<file path="src/rtl/bus_initiator_pkg.sv">
`default_nettype none
// ============================================================================
// Module      : bus_initiator_pkg
// Description : Shared femto peripheral-bus definitions. Holds the bus data
//               and access-size widths, the access-size encodings, the
//               response status codes and the initiator FSM state encoding.
// Revision    : 1.0 - initial release
// ============================================================================
package bus_initiator_pkg;

  // Bus data path and access-size field
  localparam int BUS_WIDTH     = 32;
  localparam int BUS_ACC_WIDTH = 2;

  localparam logic [BUS_ACC_WIDTH-1:0] BUS_ACC_1B = 2'd0;
  localparam logic [BUS_ACC_WIDTH-1:0] BUS_ACC_2B = 2'd1;
  localparam logic [BUS_ACC_WIDTH-1:0] BUS_ACC_4B = 2'd2;

  // Upstream response status codes
  localparam int BUS_ST_WIDTH = 2;

  localparam logic [BUS_ST_WIDTH-1:0] BUS_ST_OK      = 2'd0;
  localparam logic [BUS_ST_WIDTH-1:0] BUS_ST_FAULT   = 2'd1;
  localparam logic [BUS_ST_WIDTH-1:0] BUS_ST_TIMEOUT = 2'd2;

  // Width of the WAIT-state timeout counter (TIMEOUT is limited to 1..255)
  localparam int TMO_CNT_WIDTH = 8;

  // Initiator FSM state encoding
  typedef enum logic [1:0] {
    ST_IDLE = 2'd0,
    ST_REQ  = 2'd1,
    ST_WAIT = 2'd2,
    ST_DONE = 2'd3
  } bus_init_state_e;

endpackage : bus_initiator_pkg
`default_nettype wire

</file>
<file path="src/rtl/bus_initiator.sv">
`default_nettype none
// ============================================================================
// Module      : bus_initiator
// Description : Single-outstanding femto-bus initiator. Accepts one command
//               via valid/ready, issues a one-cycle bus request, waits for
//               resp / fault / timeout and returns one status+data beat.
// Ports       :
//   clk, rst                    - clock, synchronous active-high reset
//   cmd_valid/cmd_ready         - command handshake
//   cmd_addr/w_rb/acc/wdata     - command fields
//   rsp_valid/rsp_ready         - response handshake
//   rsp_rdata/rsp_status        - response payload
//   req/addr/w_rb/acc/wdata     - bus request (fields registered)
//   resp/fault/rdata            - bus responder inputs
// Revision    : 1.0 - initial release
// ============================================================================
module bus_initiator
  import bus_initiator_pkg::*;
#(
  parameter int ADDR_WIDTH = 32,
  parameter int TIMEOUT    = 16
) (
  input  logic                     clk,
  input  logic                     rst,
  // command side
  input  logic                     cmd_valid,
  output logic                     cmd_ready,
  input  logic [ADDR_WIDTH-1:0]    cmd_addr,
  input  logic                     cmd_w_rb,
  input  logic [BUS_ACC_WIDTH-1:0] cmd_acc,
  input  logic [BUS_WIDTH-1:0]     cmd_wdata,
  // response side
  output logic                     rsp_valid,
  input  logic                     rsp_ready,
  output logic [BUS_WIDTH-1:0]     rsp_rdata,
  output logic [BUS_ST_WIDTH-1:0]  rsp_status,
  // femto bus
  output logic                     req,
  output logic [ADDR_WIDTH-1:0]    addr,
  output logic                     w_rb,
  output logic [BUS_ACC_WIDTH-1:0] acc,
  output logic [BUS_WIDTH-1:0]     wdata,
  input  logic                     resp,
  input  logic                     fault,
  input  logic [BUS_WIDTH-1:0]     rdata
);

  // Counter value on the last WAIT cycle before the transaction is aborted
  localparam logic [TMO_CNT_WIDTH-1:0] TMO_LAST = TMO_CNT_WIDTH'(TIMEOUT - 1);

  bus_init_state_e            state_q, state_d;
  logic [ADDR_WIDTH-1:0]      addr_q, addr_d;
  logic                       w_rb_q, w_rb_d;
  logic [BUS_ACC_WIDTH-1:0]   acc_q, acc_d;
  logic [BUS_WIDTH-1:0]       wdata_q, wdata_d;
  logic [TMO_CNT_WIDTH-1:0]   cnt_q, cnt_d;
  logic [BUS_ST_WIDTH-1:0]    status_q, status_d;
  logic [BUS_WIDTH-1:0]       rdata_q, rdata_d;

  // Read data is only meaningful for reads; writes always report zero.
  logic [BUS_WIDTH-1:0]       w_rdata_cap;
  assign w_rdata_cap = w_rb_q ? '0 : rdata;

  always_ff @(posedge clk) begin
    if (rst) begin
      state_q  <= ST_IDLE;
      addr_q   <= '0;
      w_rb_q   <= 1'b0;
      acc_q    <= '0;
      wdata_q  <= '0;
      cnt_q    <= '0;
      status_q <= BUS_ST_OK;
      rdata_q  <= '0;
    end else begin
      state_q  <= state_d;
      addr_q   <= addr_d;
      w_rb_q   <= w_rb_d;
      acc_q    <= acc_d;
      wdata_q  <= wdata_d;
      cnt_q    <= cnt_d;
      status_q <= status_d;
      rdata_q  <= rdata_d;
    end
  end

  always_comb begin
    state_d  = state_q;
    addr_d   = addr_q;
    w_rb_d   = w_rb_q;
    acc_d    = acc_q;
    wdata_d  = wdata_q;
    cnt_d    = cnt_q;
    status_d = status_q;
    rdata_d  = rdata_q;

    unique case (state_q)
      ST_IDLE: begin
        if (cmd_valid) begin
          addr_d  = cmd_addr;
          w_rb_d  = cmd_w_rb;
          acc_d   = cmd_acc;
          wdata_d = cmd_wdata;
          state_d = ST_REQ;
        end
      end
      ST_REQ: begin
        // fault is only meaningful alongside req and wins over resp
        if (fault) begin
          status_d = BUS_ST_FAULT;
          rdata_d  = '0;
          state_d  = ST_DONE;
        end else if (resp) begin
          status_d = BUS_ST_OK;
          rdata_d  = w_rdata_cap;
          state_d  = ST_DONE;
        end else begin
          cnt_d    = '0;
          state_d  = ST_WAIT;
        end
      end
      ST_WAIT: begin
        if (resp) begin
          status_d = BUS_ST_OK;
          rdata_d  = w_rdata_cap;
          state_d  = ST_DONE;
        end else if (cnt_q == TMO_LAST) begin
          status_d = BUS_ST_TIMEOUT;
          rdata_d  = '0;
          state_d  = ST_DONE;
        end else begin
          cnt_d    = cnt_q + 1'b1;
        end
      end
      ST_DONE: begin
        if (rsp_ready) begin
          state_d = ST_IDLE;
        end
      end
      default: state_d = ST_IDLE;
    endcase
  end

  // Decoded from the state register only; no path from cmd_valid.
  assign cmd_ready  = (state_q == ST_IDLE) & ~rst;
  assign req        = (state_q == ST_REQ);
  assign rsp_valid  = (state_q == ST_DONE);
  assign rsp_status = status_q;
  assign rsp_rdata  = rdata_q;
  assign addr       = addr_q;
  assign w_rb       = w_rb_q;
  assign acc        = acc_q;
  assign wdata      = wdata_q;

endmodule : bus_initiator
`default_nettype wire

</file>
<file path="config.mk">
export PLATFORM = sky130hd
export DESIGN_NAME = bus_initiator
export DESIGN_NICKNAME = d
export VERILOG_FILES = /design/src/rtl/bus_initiator_pkg.sv /design/src/rtl/bus_initiator.sv
export SDC_FILE = /design/constraint.sdc
export NUM_CORES = 1
export LEC_CHECK = 0
export ABC_AREA = 1
export CORE_ASPECT_RATIO = 2
export CORE_UTILIZATION = 40
export DETAILED_ROUTE_END_ITERATION = 6
export DONT_BUFFER_PORTS = 1
export GPL_ROUTABILITY_DRIVEN = 0
export GPL_TIMING_DRIVEN = 0
export MAX_ROUTING_LAYER = met4
export SKIP_LAST_GASP = 1
export SLEW_MARGIN = 20
export SYNTH_ARGS = -nofsm -noshare
export SYNTH_HDL_FRONTEND = slang
export SYNTH_SLANG_ARGS = --single-unit
</file>
<file path="constraint.sdc">
create_clock -name clk -period 2.6 [get_ports clk]
set_clock_uncertainty 0.05 [all_clocks]
set_input_delay 0.39 -clock clk [delete_from_list [all_inputs] [get_ports clk]]
set_output_delay 0.39 -clock clk [all_outputs]
set_load 0.02 [all_outputs]
</file>
; ---- Yosys cells after proc, flatten, opt, wreduce, memory -nomap -nowiden
; Index checks and enable logic that the tools add are counted.
[word_totals]
regBits = 111
in_bits = 105
output_inout_bits = 104
wordCells = 52
[classes]
add_sub_neg = 1
eq_ne = 12
mux = 23
bitwise_logic = 2
reduce_logical = 6
[ops]
columns = operator, n
row1 = $mux 32, 5
row2 = $pmux 32 s2, 1
row3 = $mux 8, 4
row4 = $mux 2, 8
row5 = $pmux 8 s2, 1
row6 = $ne 2x2->1 const B, 5
row7 = $add 8x1->8 const B, 1
row8 = $eq 8x4->1 const B, 1
row9 = $pmux 2 s4, 1
row10 = $reduce_and 3->1, 2
row11 = $reduce_and 5->1, 1
row12 = $eq 2x2->1 const B, 2
row13 = $pmux 2 s2, 1
row14 = $ne 3x1->1 const B, 1
row15 = $ne 3x3->1 const B, 1
row16 = $eq 2x1->1 const B, 1
row17 = $logic_not 2->1, 1
row18 = $mux 1, 2
row19 = $ne 2x1->1 const B, 1
row20 = $reduce_and 2->1, 1
row21 = $reduce_bool 2->1, 1
row22 = $and 1x1->1, 1
row23 = $not 1->1, 1

; ---- Logic depth before layout (Yosys ltp)
[logic_depth]
ltp_word = 4
mapped_depth = 11
ltp_nobuf = 9

; ---- Least setup slack after synthesis
; No wires, ideal clock.
[synth_timing]
kind = flip-flop to flip-flop
startpoint = reg state_q[1]
endpoint = reg cnt_q[6]
setup_time_ns = 0.114
t_arrival_ns = 1.516
required_time_ns = 2.436
slack_ns = 0.921
stages_incl_launch_ff = 9
n_path_buf = 0
synth_period_minus_slack_ns = 1.679
cell_sequence = dfxtp_1 inv_1 ha_1 nand2_1 nand2_1 nor2_2 nand3_2 a21oi_1 nor2_1
[synth_via]
elab_chain_len = 3
word_cells_on_any_way = 9
cone_classes = 6 x eq/ne / 1 x mux / 2 x reduce/logical
[synth_rtl]
columns = element, line_no
row1 = "start, declared", bus_initiator.sv:51  ; bus_init_state_e state_q, state_d;
row2 = "start signal, assigned", bus_initiator.sv:75  ; state_q <= state_d;
row3 = $eq 2x1->1 *, -
row4 = named net req, bus_initiator.sv:38  ; output logic req,
row5 = $ne 2x2->1 (no source line) or $reduce_bool 2->1 (tied branches), -
row6 = $reduce_and 5->1 (no source line), -
row7 = "end signal, assigned", bus_initiator.sv:80  ; cnt_q <= cnt_d;
row8 = "end, declared", bus_initiator.sv:56  ; logic [TMO_CNT_WIDTH-1:0] cnt_q, cnt_d;
; Mark *: on every way through the listed nets, which the timed path passes. The rest lies on a longest branch.
; A chain may end at the register's enable or synchronous reset.

; ---- Final worst setup path
[layout_timing]
startpoint = reg state_q[1]
endpoint = reg cnt_q[7]
; Same word-level chain as after synthesis.

==> flow_summary.ini <==
[routing]
drtIter0Drc = 190
wl_per_cell_um = 15.3
detailroute.via_count = 4049
routed_via_density = 5.09
route.detailed.drc = 0
final_antenna_net_count = 0
sum_of_routed_wire_length_over_all_layers_mm = 12.2
total_iterations_of_the_first_detailed_routing_run = 4

[placed_design]
dp_hpwl_mm = 9.70
io_buffer_count = 0

[critical_path]
cp-start-kind = flop
timing.critical_path.arrival_ps = 2210
timing.critical_path.required_ps = 2790
critPathKind = reg -> reg
cp_max_fo = 10
end_kind = flop

[sta]
grt_setup_unrepaired = no
worst_hold_slack_ps = 156
final_clock_period_utilization_by_the_worst_path_pct = 77.6
final_hold_fails = 0
min_period_ps = 2020
timing.max_slew.rel_slack_pct = 71.2
report.final.setup_viol = 0
final_max_slew_viol_count = 0
maxClockFrequency_mhz = 496
worst-slew-pin-transition_ps = 433
fin_tns_setup_ps = 0

[outcome]
outcome = complete, no violations

[power]
power.leakage_nw = 2.14
p_per_area_nw_per_um2 = 1430
vdd_drop_max_mv = 0.575

[floorplanning]
core.rowCount = 55
die_area_sq_um = 12300
dieWidth_um = 78.9
design.portCount = 209
die_height_um = 156
placeableCoreArea_sq_um = 11400
start_util_pct = 41.4

[cts]
ctsResizeCount = 0
worstSkewPairLatency_ps = 350
cts_hold_buffers = 0
clockBufferDepth = 2
tritoncts_num_sinks = 111
clk_transition_reported_paths_ps = 80
cts_made_buffers = 9
tritoncts = yes
cts_max_level = 3
postCtsSetupRepairBufs = 0
cts_root_buf = sky130_fd_sc_hd__clkbuf_16

[grt]
grt_antenna_before_repair = 0
global_route_wire_length_before_repair_mm = 19.0
maximum_number_of_pins_on_one_net_before_global_route_repair = 21
grt_ovf = 0
gr-usage-all-layers_pct = 20.4
number_of_global_route_vias_before_repair = 3958

[synthesis]
post_synth.cell_area_avg_sq_um = 7.41
syn-cell-area_sq_um = 4730
synth-seq-area-share_pct = 47.0
synth_cell_types = 24
synthesis.nets = 749
post_synth_inst_count = 638
yosysWarningCount = 0
synth-seq-cells = 111

[worst_hold_path]
timing.hold.worst.class = in -> reg

[finish]
syn_to_final_growth_pct = 9.82
n_fill_cell = 1175
post_route_cells_drive_above_1_share_pct = 13.1
antenna-diode-count = 0
layout.cells.most_common_list = sky130_fd_sc_hd__nor2_1 (152), sky130_fd_sc_hd__dfxtp_1 (111), sky130_fd_sc_hd__nand2_1 (100), sky130_fd_sc_hd__o21ai_0 (70), sky130_fd_sc_hd__nand3_1 (43)
num-nets-final = 760
layout_commonest_cell = sky130_fd_sc_hd__nor2_1

[run]
max-cap-violations = 0
cell families (layout without fill, tap and decap cells):
group                      count (synthesis)  in the layout  share of synthesized area, %
and+or+nand+nor                          339            339                          31.1
AOI/OAI and AO/OA                        115            115                          12.6
DFF                                      111            111                          47.0
buffers and inverters                     67             83                          7.73
adders and majority gates                  6              6                          1.59
worst max-delay path, stage by stage (launching register included):
cell and delay (ps):
sky130_fd_sc_hd__dfxtp_1 420, sky130_fd_sc_hd__inv_1 110, sky130_fd_sc_hd__ha_1 330, sky130_fd_sc_hd__nand2_1 120, sky130_fd_sc_hd__nand2_1 90, sky130_fd_sc_hd__nor2_2 340, sky130_fd_sc_hd__nand3_2 210, sky130_fd_sc_hd__a21oi_1 180
sky130_fd_sc_hd__nor2_1 50
final timing paths:
kind | startpoint | endpoint | slack [ps] | cells after the start
worst max register to register | state_q[1]$_SDFFE_PP0P_ | cnt_q[7]$_SDFFE_PP0P_ | 580 | 8
worst min register to register | cnt_q[1]$_SDFFE_PP0P_ | cnt_q[1]$_SDFFE_PP0P_ | 440 | 2
worst max-delay path | state_q[1]$_SDFFE_PP0P_ | cnt_q[7]$_SDFFE_PP0P_ | 580 | 8
worst min-delay path | cmd_wdata[5] | wdata[5]$_SDFFE_PP0P_ | 160 | 2
through the flow:
stage / cells / instance area (sq um) / worst slack [ps] / total power, W / util, %
finish: 796 / 5190 / 583 / 0.00744 / 45.4
global route: 796 / 5190 / 366 / 0.00801 / 45.4
CTS: 796 / 5190 / 597 / 0.00751 / 45.4
detailed placement: 780 / 4900 / 616 / 0.00614 / 42.9
global placement: 780 / 4900 / 654 / 0.00605 / 42.9
floorplan: 638 / 4730 / 921 / 0.00549 / -
area by class of cell:
type                    count  area [sq um]  share of cell area, %
flip-flops and latches    111          2220                   42.8
plain buffers              44           274                   5.28
well taps                 142           178                   3.42
multi-input cells         460          2140                   41.2
clock buffers              10           229                   4.41
clock inverters             6          57.6                   1.11
inverters                  23          91.3                   1.76
synthesized netlist by cell type, drive strengths merged:
cell type / n / area share [%]
inv: 23 / 1.9
o22ai: 1 / 0.13
dfxtp: 111 / 47
a31oi: 1 / 0.45
buf: 30 / 4.7
o21ai: 70 / 7.4
clkbuf: 14 / 1.1
nand3: 45 / 5.0
nand2: 104 / 8.6
nor3: 1 / 0.34
o31ai: 1 / 0.16
nor2: 183 / 16
a21oi: 42 / 4.4
nand4: 6 / 0.79
ha: 6 / 1.6
flip-flops by register name, summed over array words and instances (netlist names):
| signal | cells |
|---|---|
| w_rb | 1 |
| addr | 32 |
| rsp_status | 2 |
| wdata | 32 |
| cnt_q | 8 |
| state_q | 2 |
| acc | 2 |
| rsp_rdata | 32 |
where the power goes:
part | switching [W] | internal (W)
logic | 0.00183 | 0.00113
registers | 0.000921 | 0.00221
clock network | 0.000675 | 0.000678
total | 0.00342 | 0.00401
routing by layer:
metal | part of all wire [%] | routed length (um) | up-vias | track usage, %
li1 | - | - | 2070 | -
met3 | 7.7 | 939 | 19 | 4.68
met1 | 33 | 4060 | 1793 | 18.3
met5 | 0 | 0 | - | -
met4 | 2.3 | 275 | 0 | 7.97
met2 | 57 | 6940 | 167 | 39.8
Note: power is estimated with default switching activity, not from simulation.
